### src/rtl/seq_divider_if.sv
// Operand/result bundle between the execute stage and seq_divider.
// Handshake: the master raises start with op/dividend/divisor valid; the divider
// accepts it on any rising edge where it is idle, signals busy until the result
// has been delivered, and pulses done for exactly one cycle when result is valid.
interface seq_divider_if #(
    parameter int WIDTH = 32
);
    logic             start;
    logic [1:0]       op;
    logic [WIDTH-1:0] dividend;
    logic [WIDTH-1:0] divisor;
    logic             busy;
    logic             done;
    logic [WIDTH-1:0] result;

    modport master (
        output start, op, dividend, divisor,
        input  busy, done, result
    );

    modport slave (
        input  start, op, dividend, divisor,
        output busy, done, result
    );
endinterface

### src/rtl/seq_divider.sv
// Restoring shift-and-subtract divider for DIV/DIVU/REM/REMU, one quotient bit per clock.
// Optional macro DIV_ZERO_FAST_EN: a zero divisor skips the iteration phase.
module seq_divider #(
    parameter int WIDTH = 32
) (
    input  logic               clk,
    input  logic               rst_n,
    seq_divider_if.slave       div_if,
    output logic [1:0]         o_dbg_state
);
    localparam int CW = $clog2(WIDTH + 1);

    typedef enum logic [1:0] {
        ST_IDLE = 2'd0,
        ST_PREP = 2'd1,
        ST_CALC = 2'd2,
        ST_FIN  = 2'd3
    } state_t;

    state_t           r_state;
    logic [1:0]       r_op;
    logic [WIDTH-1:0] r_a;
    logic [WIDTH-1:0] r_b;
    logic [WIDTH-1:0] r_b_mag;
    logic [WIDTH-1:0] r_rem;
    logic [WIDTH-1:0] r_quo;
    logic [CW-1:0]    r_cnt;
    logic             r_qsign;
    logic             r_rsign;
    logic             r_dz;
    logic             r_busy;
    logic             r_done;
    logic [WIDTH-1:0] r_result;

    logic             w_a_neg;
    logic             w_b_neg;
    logic [WIDTH-1:0] w_a_mag;
    logic [WIDTH-1:0] w_b_mag;
    logic             w_b_zero;
    logic [WIDTH:0]   w_rem_sh;
    logic [WIDTH:0]   w_trial;
    logic [WIDTH-1:0] w_quo_fin;
    logic [WIDTH-1:0] w_rem_fin;

    // Unsigned ops never treat the top bit as a sign.
    assign w_a_neg  = ~r_op[0] & r_a[WIDTH-1];
    assign w_b_neg  = ~r_op[0] & r_b[WIDTH-1];
    assign w_a_mag  = w_a_neg ? (~r_a + 1'b1) : r_a;
    assign w_b_mag  = w_b_neg ? (~r_b + 1'b1) : r_b;
    assign w_b_zero = (r_b == '0);

    assign w_rem_sh = {r_rem, r_quo[WIDTH-1]};
    assign w_trial  = w_rem_sh - {1'b0, r_b_mag};

    // Divide by zero overrides the signed fix-up with the ISA-defined values.
    always_comb begin
        w_quo_fin = r_qsign ? (~r_quo + 1'b1) : r_quo;
        w_rem_fin = r_rsign ? (~r_rem + 1'b1) : r_rem;
        if (r_dz) begin
            w_quo_fin = '1;
            w_rem_fin = r_a;
        end
    end

    always_ff @(posedge clk) begin
        if (!rst_n) begin
            r_state  <= ST_IDLE;
            r_op     <= '0;
            r_a      <= '0;
            r_b      <= '0;
            r_b_mag  <= '0;
            r_rem    <= '0;
            r_quo    <= '0;
            r_cnt    <= '0;
            r_qsign  <= 1'b0;
            r_rsign  <= 1'b0;
            r_dz     <= 1'b0;
            r_busy   <= 1'b0;
            r_done   <= 1'b0;
            r_result <= '0;
        end else begin
            r_done <= 1'b0;
            case (r_state)
                ST_IDLE: begin
                    r_busy <= 1'b0;
                    if (div_if.start) begin
                        r_busy  <= 1'b1;
                        r_op    <= div_if.op;
                        r_a     <= div_if.dividend;
                        r_b     <= div_if.divisor;
                        r_state <= ST_PREP;
                    end
                end
                ST_PREP: begin
                    r_b_mag <= w_b_mag;
                    r_quo   <= w_a_mag;
                    r_rem   <= '0;
                    r_qsign <= w_a_neg ^ w_b_neg;
                    r_rsign <= w_a_neg;
                    r_dz    <= w_b_zero;
                    r_cnt   <= CW'(WIDTH);
`ifdef DIV_ZERO_FAST_EN
                    r_state <= w_b_zero ? ST_FIN : ST_CALC;
`else
                    r_state <= ST_CALC;
`endif
                end
                ST_CALC: begin
                    if (!w_trial[WIDTH]) begin
                        r_rem <= w_trial[WIDTH-1:0];
                        r_quo <= {r_quo[WIDTH-2:0], 1'b1};
                    end else begin
                        r_rem <= w_rem_sh[WIDTH-1:0];
                        r_quo <= {r_quo[WIDTH-2:0], 1'b0};
                    end
                    r_cnt <= r_cnt - CW'(1);
                    if (r_cnt == CW'(1)) begin
                        r_state <= ST_FIN;
                    end
                end
                ST_FIN: begin
                    // busy stays high through the done cycle and drops in IDLE.
                    r_done   <= 1'b1;
                    r_result <= r_op[1] ? w_rem_fin : w_quo_fin;
                    r_state  <= ST_IDLE;
                end
                default: r_state <= ST_IDLE;
            endcase
        end
    end

    assign div_if.busy   = r_busy;
    assign div_if.done   = r_done;
    assign div_if.result = r_result;
    assign o_dbg_state   = r_state;
endmodule
### src/flat_wrapper.sv
// flat-port wrapper written by rule: the top's interface ports become plain ports
module seq_divider_flat 
#(
    parameter int WIDTH = 32
)
  (clk, rst_n, o_dbg_state, div_if_start, div_if_op, div_if_dividend, div_if_divisor, div_if_busy, div_if_done, div_if_result);
  seq_divider_if #(.WIDTH(WIDTH)) div_if_i ();
  input  logic clk;
  input  logic rst_n;
  output logic [1:0] o_dbg_state;
  input wire logic [$bits(div_if_i.start)-1:0] div_if_start;
  input wire logic [$bits(div_if_i.op)-1:0] div_if_op;
  input wire logic [$bits(div_if_i.dividend)-1:0] div_if_dividend;
  input wire logic [$bits(div_if_i.divisor)-1:0] div_if_divisor;
  output wire logic [$bits(div_if_i.busy)-1:0] div_if_busy;
  output wire logic [$bits(div_if_i.done)-1:0] div_if_done;
  output wire logic [$bits(div_if_i.result)-1:0] div_if_result;
  assign div_if_i.start = div_if_start;
  assign div_if_i.op = div_if_op;
  assign div_if_i.dividend = div_if_dividend;
  assign div_if_i.divisor = div_if_divisor;
  assign div_if_busy = div_if_i.busy;
  assign div_if_done = div_if_i.done;
  assign div_if_result = div_if_i.result;
  seq_divider #(.WIDTH(WIDTH)) u_core (.clk(clk), .rst_n(rst_n), .div_if(div_if_i), .o_dbg_state(o_dbg_state));
endmodule
### config.mk
export PLATFORM = sky130hd
export DESIGN_NAME = seq_divider_flat
export DESIGN_NICKNAME = d
export VERILOG_FILES = /design/src/rtl/seq_divider_if.sv /design/src/rtl/seq_divider.sv /design/src/flat_wrapper.sv
export SDC_FILE = /design/constraint.sdc
export NUM_CORES = 1
export LEC_CHECK = 0
export BUFFER_PORTS_ARGS = -buffer_cell sky130_fd_sc_hd__buf_2
export CORE_MARGIN = 3
export CORE_UTILIZATION = 58
export DETAILED_ROUTE_END_ITERATION = 8
export GPL_ROUTABILITY_DRIVEN = 0
export PLACE_DENSITY_LB_ADDON = 0.08
export SETUP_SLACK_MARGIN = 0.5
export SLEW_MARGIN = 20
export SYNTH_ARGS = -nofsm -noshare
export SYNTH_HDL_FRONTEND = slang
export SYNTH_SLANG_ARGS = --single-unit
### constraint.sdc
create_clock -name clk -period 6.8 [get_ports clk]
set_clock_uncertainty 0.2 [all_clocks]
set_input_delay 0.68 -clock clk [delete_from_list [all_inputs] [get_ports clk]]
set_output_delay 0.68 -clock clk [all_outputs]
set_load 0.02 [all_outputs]
# After elaboration in Yosys (flattened, before gate mapping)
# Cells that the tools add are included.
[totals]
regBits = 207
in_bits = 69
out_inout_bits = 36
word_cells = 56
[classes]
add_sub_neg = 6
n_eq_ne = 6
muxes = 17
n_bitwise = 8
reduce_logical = 5
[op_table]
columns = ["op", "count"]
rows = [
  ["$mux W32", 8],
  ["$add A32 B1 Y32 const B", 4],
  ["$not A32 Y32", 4],
  ["$pmux W32 S2", 2],
  ["$sub A33 B32 Y33", 1],
  ["$logic_not A32 Y1", 1],
  ["$pmux W6 S2", 1],
  ["$pmux W2 S4", 1],
  ["$eq A6 B1 Y1 const B", 1],
  ["$sub A6 B1 Y6 const B", 1],
  ["$eq A2 B2 Y1 const B", 2],
  ["$mux W2", 2],
  ["$reduce_and A2 Y1", 2],
  ["$mux W1", 3],
  ["$and A1 B1 Y1", 2],
  ["$eq A2 B1 Y1 const B", 1],
  ["$logic_not A2 Y1", 1],
  ["$ne A2 B1 Y1 const B", 1],
  ["$ne A2 B2 Y1 const B", 1],
  ["$reduce_bool A2 Y1", 1],
  ["$not A1 Y1", 1],
  ["$xor A1 B1 Y1", 1],
]

# Logic depth before layout (Yosys ltp)
# Gate-level depths: netlist of run 1.
[logic_depth]
depth_word = 5
ltp_mapped = 13
depth_no_buf = 11

# Worst setup path before layout of run 1
# OpenSTA, ideal clock, no wires.
[synth_path]
path_type = "register -> register"
startpoint = "reg u_core.r_rem[12]"
endpoint = "reg u_core.r_rem[29]"
setup_time_ns = 0.063
arrival_ns = 2.743
required_time_ns = 6.537
slack_ns = 3.794
stages_incl_launch_ff = 11
cell_sequence = "dfxtp_1 -> ha_1 -> a21o_1 -> a21oi_2 -> or3b_1 -> o2111a_1 -> o21a_1 -> or2_1 -> buf_6 -> or4b_1 -> nand3_1"
[synth_between]
elab_chain_len = 3
[synth_rtl]
columns = ["item", "line_no", "source"]
rows = [
  ["start: declaration", "seq_divider.sv:25", "logic [WIDTH-1:0] r_rem;"],
  ["start signal: assignment", "seq_divider.sv:110", "r_rem <= w_trial[WIDTH-1:0];"],
  ["start signal: assignment", "seq_divider.sv:113", "r_rem <= w_rem_sh[WIDTH-1:0];"],
  ["$sub A33 B32 Y33", "seq_divider.sv:53", "assign w_trial = w_rem_sh - {1'b0, r_b_mag};"],
  ["$mux W32", "seq_divider.sv:109", "if (!w_trial[WIDTH]) begin"],
  ["$pmux W32 S2", "seq_divider.sv:83", "case (r_state)"],
]
# Every way passes these cells.
# A chain may end at the register's enable or synchronous reset.

# Worst setup path in the final report of run 1
[layout_path]
startpoint = "reg u_core.r_quo[31]"
endpoint = "reg u_core.r_rem[14]"
[layout_between]
elab_chain_len = 3
[layout_rtl]
columns = ["item", "line_no", "source"]
rows = [
  ["start: declaration", "seq_divider.sv:26", "logic [WIDTH-1:0] r_quo;"],
  ["start signal: assignment", "seq_divider.sv:96", "r_quo <= w_a_mag;"],
  ["start signal: assignment", "seq_divider.sv:111", "r_quo <= {r_quo[WIDTH-2:0], 1'b1};"],
  ["start signal: assignment", "seq_divider.sv:114", "r_quo <= {r_quo[WIDTH-2:0], 1'b0};"],
  ["$sub A33 B32 Y33", "seq_divider.sv:53", ""],
  ["$mux W32", "seq_divider.sv:109", ""],
  ["$pmux W32 S2", "seq_divider.sv:83", ""],
]
# Every way passes these cells.

==> results of run 1 <==
[cell families (layout without fill, tap and decap cells)]
logic type	Yosys count	in the layout	share of synthesized area
compound gates	490	490	0.2531
xor+xnor	142	142	0.09572
fa+ha+maj	44	44	0.04295
buf+inv	168	216	0.04960
flops	207	207	0.3190
mux	51	51	0.03929
simple gates	550	550	0.2004
[routing by layer]
metal	track usage	vias to the layer above	wire length [um]
li1	-	5885	-
met3	0.04411	56	2789
met2	0.4464	432	15570
met5	0	-	0
met1	0.4390	5511	16990
met4	0.06920	0	765
[sequential cells by signal, summed over array words and instances, names as in the netlist]
name	count
u_core.div_if.result	32
u_core.r_a	32
u_core.r_b	32
u_core.r_b_mag	32
u_core.r_quo	32
u_core.r_rem	32
u_core.r_cnt	6
u_core.o_dbg_state	2
u_core.r_op	2
u_core.div_if.busy	1
u_core.div_if.done	1
u_core.r_dz	1
u_core.r_qsign	1
u_core.r_rsign	1
[worst max-delay path, stage by stage, from the launching register on]
cell and delay [ns]:
dfxtp_1 0.33, inv_1 0.08, ha_1 0.23, fa_1 0.42, nand2b_1 0.18, a21o_1 0.19
a21oi_1 0.32, o2111a_1 0.29, o21a_1 0.43, or2_1 0.65, o21ai_0 0.20, a22o_1 0.22
[cell usage after synthesis, types with 5 or more instances]
cell type and instances:
dfxtp_1 207, a21oi_1 88, nor2_1 62, a31oi_1 8, nand3_1 21, or3_1 13, ha_1 43, o21ai_1 5
and3_1 5, clkbuf_1 96, a22o_1 13, nor2b_1 39, xnor2_1 63, nand4_1 8, o221ai_1 17, nor3_1 31
o21ai_0 124, o31ai_1 29, o211ai_1 11, a32oi_1 12, o211a_1 27, nand2_1 285, o41ai_1 14, nand2b_1 18
nor4_1 11, xor2_1 79, mux2i_1 51, inv_1 58, nand3b_1 9, and2_1 16, o21a_1 13, buf_1 9
or4_1 13, a21o_1 14, a21boi_0 84, a211oi_1 7
[stage by stage]
stage                 util  power, W
finish              0.6546  0.005564
global route        0.6546  0.005949
CTS                 0.6542  0.005537
detailed placement  0.6188  0.004234
global placement    0.6188  0.004197
floorplan                -  0.003614
[power groups by stage]
stage | combinational (W) | sequential (W) | clock, W
final | 0.00256 | 0.00170 | 0.00129
after CTS | 0.00253 | 0.00170 | 0.00131
after detailed placement | 0.00251 | 0.00172 | 0
after global routing | 0.00286 | 0.00173 | 0.00136
after global placement | 0.00248 | 0.00171 | 0
after floorplan | 0.00198 | 0.00164 | 0
[layout make-up]
class                      count  area [um^2]  area share
clock buffer                  33        644.4     0.04497
clock inverter                 8        128.9    0.008994
inverter                      59        221.5     0.01546
multi-input combinational   1277         8224      0.5740
sequential                   207         4146      0.2894
tap                          280        350.3     0.02445
timing repair buffer         116        613.1     0.04279
[worst max-delay path by stage]
stage,from,to,depth (start not counted)
finish,u_core.r_quo[31],u_core.r_rem[14],11
global route,u_core.r_quo[31],u_core.r_rem[14],11
CTS,u_core.r_quo[31],u_core.r_rem[14],11
detailed placement,u_core.r_quo[31],u_core.r_rem[14],11
global placement,u_core.r_quo[31],u_core.r_rem[14],11
floorplan,u_core.r_rem[12],u_core.r_rem[29],10
==> results.py, run 1 <==
metrics = {
    "run_status": {
        "status": "completed",
    },
    "critical_path": {
        "crit_fanout": 19,
        "startpoint_type": "register",
        "critPathArrivalTime_ns": 4.08,
        "crit_type": "register to register",
        "rr_endpoint": "u_core.r_rem[14]",
        "end_kind": "register",
        "rrSetupSlack_ns": 2.94,
        "r2r_cells": 11,
        "rr_startpoint": "u_core.r_quo[31]",
        "cp.required_ns": 7.02,
    },
    "power": {
        "p_per_area_mw_per_mm2": 388.3,
        "p_sw_w": 0.002387,
        "ir_worst_vdd_v": 0.0003783,
        "internal_power_w": 0.003177,
        "seqPwrFrac": 0.306,
        "swShare": 0.4290,
        "power_leakage_nw": 5.787,
        "combinationalPowerShare": 0.461,
        "p_clk_frac": 0.233,
    },
    "cts": {
        "path_clk_slew_ns": 0.06,
        "clk_path_buf_depth": 3,
        "root_buffer": "clkbuf_16",
        "numCtsBuffers": 24,
        "postCtsSetupRepairBufs": 0,
        "clock_latency_ns": 0.53,
        "cts_tree": "done",
        "htree_levels": 1,
        "cts_resized": 0,
        "cts-hold-fix-buffers": 0,
        "clkSinkCount": 207,
    },
    "die": {
        "chipWidth_um": 155.7,
        "top_level_ports": 105,
        "die_h_um": 155.7,
        "fp.coreArea_mm2": 0.02189,
        "placementRows": 54,
        "start_util": 0.5935,
        "dieArea_mm2": 0.02423,
    },
    "sta": {
        "final.period_utilization": 0.5675,
        "min_period_ns": 3.859,
        "rsz0062_at_grt": "false",
        "max_freq_mhz": 259.1,
        "slew_headroom": 0.3239,
        "finalHoldViolCount": 0,
        "hold_ws_ns": 0.1979,
        "drv_slew": 0,
        "setup_viol": 0,
        "tightest_slew_ns": 1.011,
        "fin_tns_setup_ns": 0,
        "layout_setup_ws_ns": 2.941,
    },
    "cells_and_area": {
        "layout-drive-gt1-share": 0.09941,
        "layout_common_cells": "nand2_1, dfxtp_1, o21ai_0",
        "nNetsFinal": 1798,
        "instances_no_fill": 1980,
        "fillers": 1930,
        "n_antenna_cell": 0,
        "design_area_mm2": 0.01433,
        "syn2layout_area_growth_pct": 10.28,
        "layout_commonest_cell": "nand2_1",
    },
    "global_route": {
        "grt_max_degree": 98,
        "grt_pass1_vias": 10930,
        "grt_pass1_wl_mm": 58.60,
        "antenna_found_initial": 0,
        "grt_usage": 0.2934,
        "grt_remaining_overflow": 0,
    },
    "worst_hold_path": {
        "worstHoldPathType": "input port to register",
        "hp-start": "div_if_divisor[3]",
        "worstHoldEndpoint": "u_core.r_b[3]",
        "min_path_cells": 3,
    },
    "routing": {
        "wl_mm": 36.11,
        "drc_errors": 0,
        "viasPerCell": 6.002,
        "wl_per_cell_um": 18.24,
        "first_iter_violations": 985,
        "vias": 11880,
        "drtAntennaViolNets": 0,
        "firstDrtPassIters": 5,
    },
    "logic_synthesis": {
        "yosysSeqAreaShare": 0.3190,
        "yosysWarnings": 0,
        "synth_flop_cell": "dfxtp_1",
        "synth_top_area_frac": 0.3190,
        "syn_inst": 1652,
        "synth_edf_count": 0,
        "synth_area_mm2": 0.01299,
        "ys_seq_elements": 207,
        "yosysTopAreaCell": "dfxtp_1",
        "syn_area_per_cell_um2": 7.865,
        "synth_cell_type_count": 67,
        "async_flop_share": 0,
        "synth_nets": 1765,
        "yosys-top-cells-area": "dfxtp_1, nand2_1, xor2_1",
    },
    "placement": {
        "placedCellCount": 1939,
        "dpl.hpwl_mm": 25.78,
        "placed_area_mm2": 0.01355,
        "pre_cts_slack_ns": 3.002,
        "io_buffer_count": 104,
    },
    "run": {
        "max_cap_viol_count": 0,
    },
}
(Power assumes the default switching activity.)
==> run 2: changes to the inputs <==
==> constraint.sdc (replaced) <==
create_clock -name clk -period 3.8 [get_ports clk]
set_clock_uncertainty 0.2 [all_clocks]
set_input_delay 0.38 -clock clk [delete_from_list [all_inputs] [get_ports clk]]
set_output_delay 0.38 -clock clk [all_outputs]
set_load 0.02 [all_outputs]
==> results.py, run 2 (synthesized netlist as in run 1, its figures left out) <==
metrics = {
    "power": {
        "p_per_area_mw_per_mm2": 661.0,
        "ir_worst_vdd_v": 0.0009909,
        "power_leakage_nw": 6.239,
    },
    "placement": {
        "placedCellCount": 1966,
        "dpl.hpwl_mm": 26.30,
        "pre_cts_slack_ns": 0.3197,
        "io_buffer_count": 104,
    },
    "global_route": {
        "grt_pass1_vias": 11470,
        "busiest_layer": "met2",
        "antenna_found_initial": 1,
        "grt_pass1_wl_mm": 59.90,
        "globalRouteMet2Util": 0.4608,
        "use_met3": 0.03883,
        "use_met1": 0.4363,
        "grt_max_degree": 86,
        "grt_usage": 0.2960,
        "grt_remaining_overflow": 0,
    },
    "cells_and_area": {
        "seqCellArea_mm2": 0.004146,
        "layout_commonest_cell": "nand2_1",
        "nNetsFinal": 1894,
        "fillers": 1852,
        "syn2layout_area_growth_pct": 17.67,
        "multi_input_area_mm2": 0.008282,
        "layout-drive-gt1-share": 0.1197,
        "instances_no_fill": 2077,
        "layout_common_cells": "nand2_1, dfxtp_1, o21ai_0",
    },
    "worst_hold_path": {
        "worstHoldPathType": "input port to register",
        "hp-start": "rst_n",
        "min_path_cells": 2,
        "worstHoldEndpoint": "u_core.div_if.result[9]",
    },
    "routing": {
        "vias": 12420,
        "firstDrtPassIters": 5,
        "wl_mm": 36.98,
        "drtAntennaViolNets": 0,
        "viasPerCell": 5.977,
        "first_iter_violations": 1111,
        "wl_per_cell_um": 17.80,
        "drc_errors": 0,
    },
    "run": {
        "max_cap_viol_count": 0,
    },
    "critical_path": {
        "rr_endpoint": "u_core.r_rem[29]",
        "rrSetupSlack_ns": 0.63,
        "r2r_cells": 11,
        "critPathArrivalTime_ns": 3.43,
        "end_kind": "register",
        "slowest_stage": "or4b_1",
        "crit_fanout": 7,
        "cp.required_ns": 4.06,
        "crit_chain": "inv_1 > ha_1 > fa_1 > nand2b_1 > a21o_1 > a21oi_4 > o2111a_2 > nor3_4 > or2_4 > or4b_1 > nand3_1",
        "crit_family": "simple AND/OR/NAND/NOR gates",
        "cp_num_buf_inv": 1,
        "cpPeakStageDelay_ns": 0.53,
        "startpoint_type": "register",
        "rr_startpoint": "u_core.r_quo[31]",
        "crit_type": "register to register",
    },
    "cts": {
        "cts_tree": "done",
        "numCtsBuffers": 25,
        "htree_levels": 1,
        "clkSinkCount": 207,
        "path_clk_slew_ns": 0.06,
        "clock_latency_ns": 0.52,
        "clk_path_buf_depth": 3,
        "root_buffer": "clkbuf_16",
    },
    "sta": {
        "rsz0062_at_grt": "false",
        "finalHoldViolCount": 0,
        "slew_headroom": 0.2906,
        "max_freq_mhz": 315.2,
        "drv_slew": 0,
        "tightest_slew_ns": 1.063,
        "layout_setup_ws_ns": 0.6277,
        "fin_tns_setup_ns": 0,
        "min_period_ns": 3.172,
        "setup_viol": 0,
        "final.period_utilization": 0.8348,
    },
    "die": {
        "dieArea_mm2": 0.02423,
        "top_level_ports": 105,
        "chipWidth_um": 155.7,
        "die_h_um": 155.7,
        "fp.coreArea_mm2": 0.02189,
        "start_util": 0.5935,
        "placementRows": 54,
    },
    "run_status": {
        "status": "completed",
    },
}
==> run 2: layout make-up <==
type                       instances  area share
clock buffer                      33     0.04616
tap                              280     0.02292
antenna                            1   0.0001637
multi-input combinational       1277      0.5417
clock inverter                     9    0.004992
sequential                       207      0.2712
timing repair buffer             211     0.09837
inverter                          59     0.01449
==> run 2: power by group <==
group | leakage [nW] | switching, W | internal, W
logic | 4.16 | 0.00291 | 0.00184
clock network | 0.389 | 0.000935 | 0.00136
registers | 1.69 | 0.000492 | 0.00257
==> run 2: repair_timing <==
item                                    in CTS  in global routing
pin swaps                                    0                  1
buffers inserted                             0                  2
gates resized for setup                      3                 15
hold endpoints to repair                    66                  0
endpoints found under the setup margin      19                 22
hold buffers                                66                  0
==> run 2: through the flow <==
stage / hold WS [ns] / util / power (W) / instance area (um^2)
global route: 0.1227 / 0.6984 / 0.01079 / 15290
global placement: 0.2450 / 0.6281 / 0.007547 / 13750
CTS: 0.09178 / 0.6945 / 0.009977 / 15200
finish: 0.1203 / 0.6984 / 0.01011 / 15290
floorplan: 0.2406 / - / 0.006467 / 12990
detailed placement: 0.2473 / 0.6281 / 0.007608 / 13750
==> run 2: worst register-to-register path: cells and delay by family, from the launching register on <==
family                   cells  cell delay, ns
flip-flops                   1            0.35
AND/OR/NAND/NOR              5            1.14
AO/OA/AOI/OAI                3            0.70
adder cells (fa/ha/maj)      2            0.63
buffers and inverters        1            0.08
==> run 2: worst max path at each step <==
stage,startpoint,end,cells after the start,slack [ns]
4_1_cts,u_core.r_rem[0],u_core.div_if.result[30],9,0.54
3_3_place_gp,u_core.r_rem[8],u_core.r_rem[0],10,0.40
6_report,u_core.r_quo[31],u_core.r_rem[29],11,0.63
3_5_place_dp,u_core.r_rem[8],u_core.r_rem[1],10,0.32
5_1_grt,u_core.r_rem[0],u_core.div_if.result[24],9,0.48
2_1_floorplan,u_core.r_rem[12],u_core.r_rem[29],10,0.79
==> run 2: routing by layer <==
metal / vias to the layer above / share of wire
met5: - / 0
met2: 427 / 0.44
met4: 0 / 0.023
met1: 5842 / 0.47
met3: 61 / 0.070
li1: 6085 / -
